===== src/rtl/axis_stall_monitor_pkg.sv =====
// Shared types and helpers for the per-kernel AXI-Stream stall monitor.
package axis_stall_monitor_pkg;

  typedef enum logic [1:0] {
    ST_DISARMED = 2'd0,
    ST_ARMED    = 2'd1,
    ST_PENDING  = 2'd2,
    ST_BLOCKED  = 2'd3
  } mon_state_t;

  localparam int MIN_THRESHOLD = 2;

  // Index of the lowest set bit; 0 when no bit is set.
  function automatic int unsigned lowest_set_idx(input logic [31:0] vec);
    lowest_set_idx = 0;
    for (int i = 31; i >= 0; i--) begin
      if (vec[i]) lowest_set_idx = i;
    end
  endfunction

endpackage


===== src/rtl/stall_prio_enc.sv =====
// Combinational lowest-set-bit encoder for the blocked-port pattern.
module stall_prio_enc
  import axis_stall_monitor_pkg::*;
#(
  parameter int N     = 4,
  parameter int IDX_W = 2
) (
  input  logic [N-1:0]     vec,
  output logic [IDX_W-1:0] idx
);

  assign idx = IDX_W'(lowest_set_idx(32'(vec)));

endmodule


===== src/rtl/axis_stall_monitor.sv =====
// Declares a kernel stall when a non-empty block pattern holds unchanged for
// thr_eff cycles, and latches which streams were blocked at that moment.
module axis_stall_monitor
  import axis_stall_monitor_pkg::*;
#(
  parameter int N_AXIS = 4,
  parameter int N_INST = 4,
  parameter int CNT_W  = 16,
  parameter int IDX_W  = (N_AXIS > 1) ? $clog2(N_AXIS) : 1
) (
  input  logic              kernel_monitor_clock,
  input  logic              kernel_monitor_reset,
  input  logic              enable,
  input  logic              clear,
  input  logic [CNT_W-1:0]  threshold,
  input  logic [N_AXIS-1:0] axis_block_sigs,
  input  logic [N_INST-1:0] inst_idle_sigs,
  input  logic [N_INST-1:0] inst_block_sigs,
  output logic              block,
  output logic              block_pulse,
  output logic [N_AXIS-1:0] block_cause,
  output logic [IDX_W-1:0]  first_idx,
  output logic [CNT_W-1:0]  stall_cycles
);

  localparam int PAT_W = N_AXIS + N_INST;

  mon_state_t        state, state_n;
  logic [CNT_W-1:0]  cnt, cnt_n;
  logic [PAT_W-1:0]  prev_pattern, prev_n;
  logic [CNT_W-1:0]  stall_n;
  logic              block_n, pulse_n;
  logic [N_AXIS-1:0] cause_n;
  logic [IDX_W-1:0]  idx_n, enc_idx;

  logic              stall_cond;
  logic [PAT_W-1:0]  pattern;
  logic [CNT_W-1:0]  thr_eff;

  assign stall_cond = (|axis_block_sigs | |inst_block_sigs) & ~(&inst_idle_sigs);
  assign pattern    = {axis_block_sigs, inst_block_sigs};
  assign thr_eff    = (threshold < CNT_W'(MIN_THRESHOLD)) ? CNT_W'(MIN_THRESHOLD) : threshold;

  stall_prio_enc #(.N(N_AXIS), .IDX_W(IDX_W)) u_prio_enc (
    .vec (axis_block_sigs),
    .idx (enc_idx)
  );

  always_comb begin
    // NOTE: every next-state signal gets a default first so no path leaves it
    // unassigned, which would otherwise infer a latch.
    state_n = state;
    cnt_n   = cnt;
    prev_n  = prev_pattern;
    stall_n = stall_cycles;
    block_n = block;
    pulse_n = 1'b0;
    cause_n = block_cause;
    idx_n   = first_idx;

    if (!enable || clear || state == ST_DISARMED) begin
      // disable, clear and the arming edge all land on a zeroed datapath
      state_n = enable ? ST_ARMED : ST_DISARMED;
      cnt_n   = '0;
      prev_n  = '0;
      stall_n = '0;
      block_n = 1'b0;
      cause_n = '0;
      idx_n   = '0;
    end else begin
      unique case (state)
        ST_ARMED: begin
          if (stall_cond) begin
            state_n = ST_PENDING;
            cnt_n   = CNT_W'(1);
            prev_n  = pattern;
          end
        end
        ST_PENDING: begin
          if (!stall_cond) begin
            state_n = ST_ARMED;
            cnt_n   = '0;
          end else if (pattern != prev_pattern) begin
            // a changed pattern means the kernel made progress
            cnt_n  = CNT_W'(1);
            prev_n = pattern;
          end else if (cnt >= thr_eff - CNT_W'(1)) begin
            state_n = ST_BLOCKED;
            block_n = 1'b1;
            pulse_n = 1'b1;
            stall_n = CNT_W'(1);
            cause_n = axis_block_sigs;
            idx_n   = enc_idx;
          end else begin
            cnt_n = cnt + CNT_W'(1);
          end
        end
        ST_BLOCKED: begin
          if (stall_cycles != '1) stall_n = stall_cycles + CNT_W'(1);
        end
        default: state_n = ST_DISARMED;
      endcase
    end
  end

  always_ff @(posedge kernel_monitor_clock or negedge kernel_monitor_reset) begin
    if (!kernel_monitor_reset) begin
      state        <= ST_DISARMED;
      cnt          <= '0;
      prev_pattern <= '0;
      stall_cycles <= '0;
      block        <= 1'b0;
      block_pulse  <= 1'b0;
      block_cause  <= '0;
      first_idx    <= '0;
    end else begin
      // NOTE: non-blocking assignments so every register samples pre-edge values.
      state        <= state_n;
      cnt          <= cnt_n;
      prev_pattern <= prev_n;
      stall_cycles <= stall_n;
      block        <= block_n;
      block_pulse  <= pulse_n;
      block_cause  <= cause_n;
      first_idx    <= idx_n;
    end
  end

endmodule

===== config.mk =====
export PLATFORM = sky130hd
export DESIGN_NAME = axis_stall_monitor
export DESIGN_NICKNAME = d
export VERILOG_FILES = /design/src/rtl/axis_stall_monitor_pkg.sv /design/src/rtl/stall_prio_enc.sv /design/src/rtl/axis_stall_monitor.sv
export SDC_FILE = /design/constraint.sdc
export NUM_CORES = 1
export LEC_CHECK = 0
export CAP_MARGIN = 15
export CORE_MARGIN = 5
export CORE_UTILIZATION = 55
export CTS_CLUSTER_SIZE = 40
export DETAILED_ROUTE_END_ITERATION = 16
export PLACE_DENSITY = 0.84
export RECOVER_POWER = 100
export SYNTH_ARGS = -nofsm -noshare
export SYNTH_HDL_FRONTEND = slang
export SYNTH_HIERARCHICAL = 1
export SYNTH_SLANG_ARGS = --single-unit

===== constraint.sdc =====
create_clock -name kernel_monitor_clock -period 3.8 [get_ports kernel_monitor_clock]
set_input_delay 0.76 -clock kernel_monitor_clock [delete_from_list [all_inputs] [get_ports kernel_monitor_clock]]
set_output_delay 0.76 -clock kernel_monitor_clock [all_outputs]
set_load 0.02 [all_outputs]

==> impl_results.md, run 1 <==
- Mean Syn Cell Area: around 8.5 µm²
- Pin count of the biggest net entering global routing: 38
- Min setup slack post-route: -1.12 ns
- Setup TNS: -41.36 ns
- Max Clock Freq: slightly above 200 MHz
- Failing checks: max-capacitance violations, max-slew violations, negative setup slack
- Peak VDD IR: ~0.00016 V
- Max-cap violations: 1
- Final hold violation count: 0
- Worst hold margin: around 0.54 ns
- Antenna diode count: 0
- Final Cell Area: roughly 5300 µm²
- Die span in y: a little over 90 µm
- Die width: slightly above 90 µm
- Initial antenna violation count: 0
- Total Routing Usage GR: between 20% and 30%
- Drt pass-1 iters: 9
- First-pass GRT wire length: ~18000 µm
- Crit path required time: 4.03 ns
- Num CTS Buffers: 5
- Area leader, netlist: dfrtp_1
- Yosys reg bits: 50
- Clock skew: roughly 0.011 ns
- H-Tree Depth: 2
- Slew @ Worst Pin: 2.12 ns
- EDFF count, synth: 0
- Core area: 6680 µm²
- Nets@finish: 597
- Drt via density: 6.94
- Critical path arrival: 5.16 ns
- Root buffer cell: clkbuf_8
- Commonest cells after routing, fill and taps aside: dfrtp_1, buf_4, nand2_1, inv_1, nand3_1
- Crit path max fanout: 6
- TritonCTS clock tree: built
- Post-DP HPWL: between 7000 and 8000 µm
- Ports: 56
- Initial DRC Count: 677
- Post-Syn Area: ~3700 µm²
- Clock buffer depth: 2
- Non-filler cells, final: roughly 620
- Layout cells sized above 1: between 20% and 30%
- GRT overflow: 0
- Sequential area share after synthesis: about a third
- Post-route clock period utilization: 130%
- Sequential cell area: between 1000 and 1500 µm²
- Worst-Skew Late Latency: ~0.32 ns
- Area Growth Syn to Fin: 42.8%
- Fillcell total: between 300 and 400
- PortBufs: 55
- Yosys cell types: between 50 and 60
- Ys async rst share: 100%
- Wire per inst: approximately 22 µm
- Setup repair after global routing missed its margin: yes
- Number of global-route vias before repair: roughly 3800
- Initial core utilization: between 50 and 60%
- Row count: 30
- Tightest Hold Check Type: register to register
- Lkg Pwr: ~2.3 nW
- Antenna Nets Post-Route: 0
- DRC viols: 0
- Commonest register cell after synthesis: dfrtp_1
- Placed insts: 595
- Dpl ws: -1.98 ns
- Die area: between 8000 and 9000 µm²
- Setup CP Type: input port to register
- Synth top area cells: dfrtp_1, ha_1, mux2i_1
- Syn nets: around 490
- Multi-input logic area: about 2700 µm²
- Crit. End Element: register
- Vias: around 4300
- Status: finished, violations left
- Most common cell after layout, fill and taps aside: dfrtp_1
- Synth Warn #: 6
- Routability congestion estimate from global placement: ~0.93
- Pwr dens: 211 nW/µm²
- Min cycle time layout: around 5 ns
- Clk sinks: 50
- Max-slew violations: 38
- CTS clock-pin slew for the worst setup and hold paths: approximately 0.10 ns
- Slew headroom: -41.1%
- Final setup fails: between 40 and 50
- Placed inst area: about 4700 µm²
- Synth top area share: 33.6%
- Post-Synthesis Cells: roughly 440
- CP Launch Type: input port
- Post-Route WL: 13400 µm
[per-layer routing]
metal  GRT usage (%)  share of wire, %  up-vias
met5               0                 0        -
met4            7.18               5.9        0
met3            4.96               9.7      111
met2            46.2                48      330
met1            33.2                37     2013
li1                -                 -     1867
[cells by family (layout without fill, tap and decap cells)]
logic type	after synthesis	count (layout)	share of synthesized area, %
buffers and inverters	45	151	4.77
XOR/XNOR	21	21	4.94
AO/OA/AOI/OAI	110	110	20.9
AND/OR/NAND/NOR	169	170	23.2
adder cells (fa/ha/maj)	23	23	7.73
flip-flops	50	50	33.6
multiplexers	18	18	4.87
[layout make-up]
class | count | share of cell area (%)
Multi-Input combinational cell | 342 | 50.8
Clock buffer | 5 | 1.29
Sequential cell | 50 | 23.5
Clock inverter | 3 | 0.894
Timing Repair Buffer | 117 | 19.8
Tap cell | 80 | 1.88
Inverter | 26 | 1.83
[through the flow]
| step | total power, mW | utilization [%] |
|---|---|---|
| 2_1_floorplan | 0.617 | - |
| 3_3_place_gp | 0.704 | 70.2 |
| 6_report | 1.12 | 79.6 |
| 5_1_grt | 1.16 | 79.6 |
| 3_5_place_dp | 0.710 | 70.2 |
| 4_1_cts | 1.10 | 74.6 |
[Yosys cell counts, types with 2 or more instances]
master,number
a211oi_1,3
a21o_1,3
a21oi_1,19
a22o_1,3
a2bb2oi_1,3
a311o_1,3
a311oi_1,2
a31oi_1,13
a32o_1,2
a32oi_1,4
a41o_1,2
and2_0,2
and3_1,11
and4_1,5
clkbuf_1,16
dfrtp_1,50
ha_1,23
inv_1,26
mux2i_1,17
nand2_1,42
nand2b_1,3
nand3_1,27
nand4_1,11
nor2_1,29
nor3_1,14
nor4_1,7
o211ai_1,15
o21ai_0,14
o22ai_1,3
o311ai_0,2
o31ai_1,4
o41ai_1,3
or3_1,3
or4_1,8
xnor2_1,17
xor2_1,4
[state kept, by name, summed over array words and instances (netlist names)]
| name | cells |
|---|---|
| block | 1 |
| block_cause | 4 |
| block_pulse | 1 |
| cnt | 16 |
| first_idx | 2 |
| prev_pattern | 8 |
| stall_cycles | 16 |
| state | 2 |
[worst max-delay path, cell delays in order]
cell and delay (ns):
buf_6 0.09, or3_4 0.39, nor4_4 0.20, nand2_2 0.10
nor3_4 0.14, nand2b_4 0.17, ha_4 0.13, nand2_2 0.05
or2_4 0.25, or4_4 0.47, nor3_4 0.19, xnor2_1 0.15
ha_1 0.28, nand4_1 0.23, nor2_2 0.10, a311o_1 0.33
or4_4 0.55, or4_1 0.44, o211ai_1 0.11
[final timing paths]
check,startpoint,endpoint,slack [ns],depth (start not counted)
max,threshold[10],cnt[14],-1.12,19
min,block,block,0.54,2
max reg2reg,state[0],cnt[15],0.70,7
min reg2reg,block,block,0.54,2
max in group asynchronous,kernel_monitor_reset,stall_cycles[4],1.16,2
min in group asynchronous,kernel_monitor_reset,cnt[11],1.04,1
[power breakdown]
part | leakage [nW] | switching, mW | internal [mW]
Combinational | 1.55 | 0.0931 | 0.0827
Clock | 0.0591 | 0.204 | 0.201
Sequential | 0.694 | 0.00504 | 0.536
Total | 2.30 | 0.302 | 0.820
[repair_timing]
item                                    in CTS  in global routing
endpoints found under the setup margin      42                 42
pin swaps                                   19                 34
gates resized for setup                     52                 64
setup buffers                                9                 10
hold buffers                                 0                  0
cloned                                       2                  1
No activity file was read; power rests on OpenSTA's default activity.
==> run 2: changes to the inputs <==
Settings changed: CAP_MARGIN 15 to unset, CTS_BUF_LIST set to sky130_fd_sc_hd__clkbuf_4 sky130_fd_sc_hd__clkbuf_8 sky130_fd_sc_hd__clkbuf_16.
==> results of run 2 <==
Same layout as run 1: the final DEF is identical, and so are final timing and power.
